File: config.mk
export PLATFORM = sky130hd
export DESIGN_NAME = store_unit
export DESIGN_NICKNAME = d
export VERILOG_FILES = /design/src/rtl/store_unit.sv
export SDC_FILE = /design/constraint.sdc
export NUM_CORES = 1
export LEC_CHECK = 0
export ABC_CLOCK_PERIOD_IN_PS = 2500
export BUFFER_PORTS_ARGS = -buffer_cell sky130_fd_sc_hd__buf_2
export CELL_PAD_IN_SITES_DETAIL_PLACEMENT = 1
export CELL_PAD_IN_SITES_GLOBAL_PLACEMENT = 2
export CORE_ASPECT_RATIO = 1.25
export CORE_MARGIN = 3
export CORE_UTILIZATION = 35
export CTS_BUF_LIST = sky130_fd_sc_hd__clkbuf_16
export CTS_CLUSTER_DIAMETER = 60
export DETAILED_ROUTE_END_ITERATION = 10
export HOLD_SLACK_MARGIN = 0.08
export PLACE_DENSITY_LB_ADDON = 0.25
export SETUP_SLACK_MARGIN = 0.02
export SYNTH_ARGS = -nofsm -noshare
export SYNTH_HDL_FRONTEND = slang
export SYNTH_SLANG_ARGS = --single-unit
File: constraint.sdc
create_clock -name clk -period 2.5 [get_ports clk]
set_input_delay 0.25 -clock clk [delete_from_list [all_inputs] [get_ports clk]]
set_output_delay 0.25 -clock clk [all_outputs]
set_load 0.03 [all_outputs]
File: src/rtl/store_unit.sv
`default_nettype none
// store_unit: byte/half/full store engine; sub-word stores do read-modify-write on one memory word.
// Revision 1.0 -- initial release
module store_unit #(
  parameter int DATA_W  = 32,
  parameter int ADDR_W  = 32,
  parameter int MEM_LAT = 1
) (
  input  logic              clk,
  input  logic              reset_n,
  input  logic              start,
  input  logic [1:0]        ss_ctrl,
  input  logic [ADDR_W-1:0] addr,
  input  logic [DATA_W-1:0] data_in,
  input  logic [DATA_W-1:0] mem_rdata,
  output logic [ADDR_W-1:0] mem_addr,
  output logic              mem_rd,
  output logic              mem_wr,
  output logic [DATA_W-1:0] mem_wdata,
  output logic              busy,
  output logic              done,
  output logic              err
);

  localparam int NBYTES  = DATA_W / 8;
  localparam int NHALVES = DATA_W / 16;
  localparam int OFF_W   = $clog2(NBYTES);
  localparam int HOFF_W  = OFF_W - 1;

  localparam logic [1:0] SS_FULL = 2'b00;
  localparam logic [1:0] SS_HALF = 2'b01;
  localparam logic [1:0] SS_BYTE = 2'b10;
  localparam logic [1:0] SS_RSVD = 2'b11;

  localparam logic [2:0] LAST_WAIT = 3'(MEM_LAT - 1);

  typedef enum logic [2:0] {
    S_IDLE  = 3'd0,
    S_READ  = 3'd1,
    S_WAIT  = 3'd2,
    S_WRITE = 3'd3,
    S_DONE  = 3'd4,
    S_ERR   = 3'd5
  } state_t;

  state_t state, state_nxt;

  logic [ADDR_W-1:0] addr_q;
  logic [1:0]        ss_q;
  logic [DATA_W-1:0] data_q;
  logic [DATA_W-1:0] rdata_q;
  logic [DATA_W-1:0] merged;
  logic [2:0]        wait_cnt;
  logic              accept;
  logic              misaligned;
  logic              wait_last;

  assign accept     = (state == S_IDLE) && start;
  assign misaligned = ((ss_ctrl == SS_HALF) && addr[0]) ||
                      ((ss_ctrl == SS_FULL) && (addr[OFF_W-1:0] != '0));
  assign wait_last  = (state == S_WAIT) && (wait_cnt == LAST_WAIT);

  always_ff @(posedge clk or negedge reset_n) begin
    if (!reset_n) begin
      state <= S_IDLE;
    end else begin
      state <= state_nxt;
    end
  end

  always_comb begin
    state_nxt = state;
    mem_rd    = 1'b0;
    mem_wr    = 1'b0;
    busy      = 1'b1;
    done      = 1'b0;
    err       = 1'b0;
    case (state)
      S_IDLE: begin
        busy = 1'b0;
        if (start) begin
          if ((ss_ctrl == SS_RSVD) || misaligned) begin
            state_nxt = S_ERR;
          end else if (ss_ctrl == SS_FULL) begin
            state_nxt = S_WRITE;
          end else begin
            state_nxt = S_READ;
          end
        end
      end
      S_READ: begin
        mem_rd    = 1'b1;
        state_nxt = S_WAIT;
      end
      S_WAIT: begin
        if (wait_last) begin
          state_nxt = S_WRITE;
        end
      end
      S_WRITE: begin
        mem_wr    = 1'b1;
        state_nxt = S_DONE;
      end
      S_DONE: begin
        done      = 1'b1;
        state_nxt = S_IDLE;
      end
      S_ERR: begin
        done      = 1'b1;
        err       = 1'b1;
        state_nxt = S_IDLE;
      end
      default: begin
        busy      = 1'b0;
        state_nxt = S_IDLE;
      end
    endcase
  end

  // Request fields are captured only on acceptance so later input changes cannot disturb the store.
  always_ff @(posedge clk or negedge reset_n) begin
    if (!reset_n) begin
      addr_q   <= '0;
      ss_q     <= '0;
      data_q   <= '0;
      rdata_q  <= '0;
      wait_cnt <= '0;
    end else begin
      if (accept) begin
        addr_q <= addr;
        ss_q   <= ss_ctrl;
        data_q <= data_in;
      end
      if (state == S_READ) begin
        wait_cnt <= '0;
      end else if ((state == S_WAIT) && !wait_last) begin
        wait_cnt <= wait_cnt + 3'd1;
      end
      if (wait_last) begin
        rdata_q <= mem_rdata;
      end
    end
  end

  // Little-endian lane replacement into the word read back from memory.
  always_comb begin
    merged = rdata_q;
    if (ss_q == SS_FULL) begin
      merged = data_q;
    end else if (ss_q == SS_BYTE) begin
      for (int i = 0; i < NBYTES; i++) begin
        if (addr_q[OFF_W-1:0] == OFF_W'(i)) begin
          merged[8*i +: 8] = data_q[7:0];
        end
      end
    end else if (ss_q == SS_HALF) begin
      for (int j = 0; j < NHALVES; j++) begin
        if (addr_q[OFF_W-1:1] == HOFF_W'(j)) begin
          merged[16*j +: 16] = data_q[15:0];
        end
      end
    end
  end

  assign mem_addr  = {addr_q[ADDR_W-1:OFF_W], {OFF_W{1'b0}}};
  assign mem_wdata = (state == S_WRITE) ? merged : '0;

endmodule
`default_nettype wire

==> results.py <==
metrics = {
    "clock_tree": {
        "ctsRootBufferMaster": "clkbuf_16",
        "clockBufferDepth": 2,
        "cts_buffers": 9,
        "htreeDepth": 3,
        "clock_latency_ns": 0.35,
        "cts.reportedPaths.clkPinSlew_ns": 0.07,
        "clkSinkCount": 104,
        "postCtsSetupRepairBufs": 0,
        "cts_tree": "done",
    },
    "sta": {
        "setup-violations-final": 0,
        "tns_ns": 0,
        "worst_hold_slack_ns": 0.130,
        "period_share": 0.922,
        "min_period_ns": 2.31,
        "skew_ns": 0.00501,
        "fmax_ghz": 0.434,
        "rsz0062_at_grt": "no",
        "finalHoldViolCount": 0,
        "slew_headroom": 0.615,
        "tightest_slew_ns": 0.576,
        "drv_slew": 0,
    },
    "die": {
        "fp.dieH_um": 146,
        "boundaryPins": 170,
        "die_x_um": 118,
        "core_region_area_um2": 15200,
        "rows": 50,
        "die-area_um2": 17200,
        "start_util": 0.361,
    },
    "synthesis": {
        "ys_seq_area_frac": 0.474,
        "yosys_warnings": 0,
        "synth_cell_types": 40,
        "synth.top_cell.area_share": 0.474,
        "postSynthCellCount": 472,
        "synth_area_leaders": "dfrtp_1, mux2_2, mux2_4, buf_4, mux2i_1",
        "syn_area_um2": 5490,
        "synth-edff-count": 0,
        "synth_top_area_cell": "dfrtp_1",
        "synth-async-reset-ratio": 1.00,
        "ys.flop_type": "dfrtp_1",
        "syn_avg_cell_area_um2": 11.6,
        "ys_ff_latch": 104,
    },
    "route": {
        "wl_met3_um": 953,
        "routed-via-count": 4102,
        "top_layer": "met5",
        "drt-pass1-iter-count": 4,
        "vias_per_cell": 5.01,
        "drt_iter0_drc": 214,
        "drc": 0,
        "routedWlPerCell_um": 18.5,
        "routed_wl_mm": 15.1,
        "met2WireLength_mm": 8.03,
        "ant_nets": 0,
        "m1WireLength_mm": 5.93,
    },
    "power_and_ir_drop": {
        "total_power_w": 0.00928,
        "power.density_nw_per_um2": 1390,
        "irDropWorstVdd_v": 0.000620,
        "p_leak_nw": 3.10,
    },
    "global_route": {
        "grt_pass1_wl_mm": 24.6,
        "grt_pass1_vias": 4518,
        "grtUsageTotal": 0.181,
        "grt_max_degree": 43,
        "grt_overflow": 0,
        "antenna_found_initial": 1,
    },
    "run_status": {
        "outcome": "finished, final reports clean",
    },
    "worst_setup_path": {
        "worstPathArrival_ns": 2.06,
        "critPathMaxFanout": 22,
        "crit_chain": "buf_4, nand2_1, or2_2, inv_1, buf_6, nand2_1, o21ai_0, buf_2",
        "crit_path_start_kind": "flop",
        "worstSetupEndpointType": "output port",
        "timing_worst_setup_path_type": "flop to output port",
        "cpPeakStageDelay_ns": 0.36,
        "slowest_stage": "or2_2",
        "cp_common_cell": "nand2_1",
        "cp_data_required_time_ns": 2.25,
    },
    "final_layout": {
        "final_area_um2": 6650,
        "final_common_cell": "buf_2",
        "nNetsFinal": 707,
        "layout_common_cells": "buf_2, dfrtp_1, mux2_2",
        "area_growth_pct": 21.2,
        "drive_gt1_frac": 0.506,
        "fin_util": 0.438,
    },
    "flow_run": {
        "cap_violations": 0,
    },
    "placed_design": {
        "gp_congestion": 0.769,
        "portBuffers": 167,
        "dpl.hpwl_mm": 11.6,
        "place_area_um2": 6350,
    },
    "worst_hold_path": {
        "hold_class": "input pin to flop",
    },
}
==> Yosys cell counts (2+ instances only) <==
cell      instances
buf_2            20
nor3_1            2
a31oi_1           9
nor2_1           23
buf_4            32
a21oi_1          14
o22a_1            7
mux2_2           88
a22oi_1           7
mux2_4           17
nor2_4            2
a221oi_1          5
a32oi_1           7
xor2_1            2
a211oi_1          9
nand2b_1          5
nand3_1          11
or2_2             3
nand2_1          25
nor2b_1          13
inv_1             3
dfrtp_1         104
ha_1              2
mux2i_1          16
o21ai_0          21
buf_6             4
clkbuf_1          8
==> state kept, by name (all words and copies together), names as in the netlist <==
signal / count
state: 3
ss_q: 2
rdata_q: 32
data_q: 32
addr_q: 32
wait_cnt: 3
==> path summary, 6_finish.rpt <==
path,cells after the start,slack (ns),to,from
min in group asynchronous,2,0.43,addr_q[28],reset_n
min reg2reg,1,0.50,addr_q[24],addr_q[24]
max in group asynchronous,3,1.36,data_q[19],reset_n
max reg2reg,5,0.65,addr_q[8],state[1]
max,8,0.19,mem_wdata[6],state[1]
min,2,0.13,data_q[18],data_in[18]
==> report_power, final <==
| part | internal [W] | total, W | leakage, nW | switching [W] |
|---|---|---|---|---|
| Combinational | 0.00213 | 0.00462 | 1.73 | 0.00249 |
| Clock | 0.000759 | 0.00136 | 0.144 | 0.000597 |
| Sequential | 0.00254 | 0.00330 | 1.23 | 0.000768 |
| Total | 0.00543 | 0.00928 | 3.10 | 0.00385 |
==> logic make-up (layout without fill, tap and decap cells) <==
group / after synthesis / in the layout / synth area share
and+or+nand+nor: 90 / 90 / 0.0809
DFF: 104 / 104 / 0.474
buffers and inverters: 68 / 204 / 0.0784
other: 1 / 3 / 0.000683
xor gates and xnor gates: 3 / 3 / 0.00479
adders and majority gates: 2 / 2 / 0.00456
muxes: 121 / 121 / 0.256
AOI/OAI and AO/OA: 83 / 83 / 0.100
==> through the flow <==
step | instances | setup slack, ns
2_1_floorplan | 473 | 0.424
3_3_place_gp | 800 | 0.469
3_5_place_dp | 800 | 0.416
4_1_cts | 817 | 0.0315
5_1_grt | 817 | 0.0345
6_report | 818 | 0.194
==> per-layer routing <==
layer  GRT usage  up-vias
met2       0.333      118
li1            -     1921
met4      0.0504        2
met5           0        -
met1       0.202     2047
met3      0.0550       14
==> critical path: cells and delay by family (launching register included) <==
family	cells	cell delay, ns
flip-flops	1	0.33
buffers and inverters	4	0.71
AND/OR/NAND/NOR	3	0.52
AO/OA/AOI/OAI	1	0.16
==> what timing repair did <==
action,in CTS,in global routing
setup endpoints to repair,1,15
endpoints found under the hold margin,39,0
hold buffers,1,0
resized for setup,1,4
==> layout make-up <==
type                            instances  area (µm²)
Fill cell                            1719        8550
Sequential cell                       104        2610
Multi-Input combinational cell        301        2460
Timing Repair Buffer                  184        1020
Tap cell                              208         260
Clock buffer                            9         225
Clock inverter                          7        56.3
Inverter                                4        15.0
Antenna cell                            1        2.50
No activity file was read; power rests on OpenSTA's default activity.
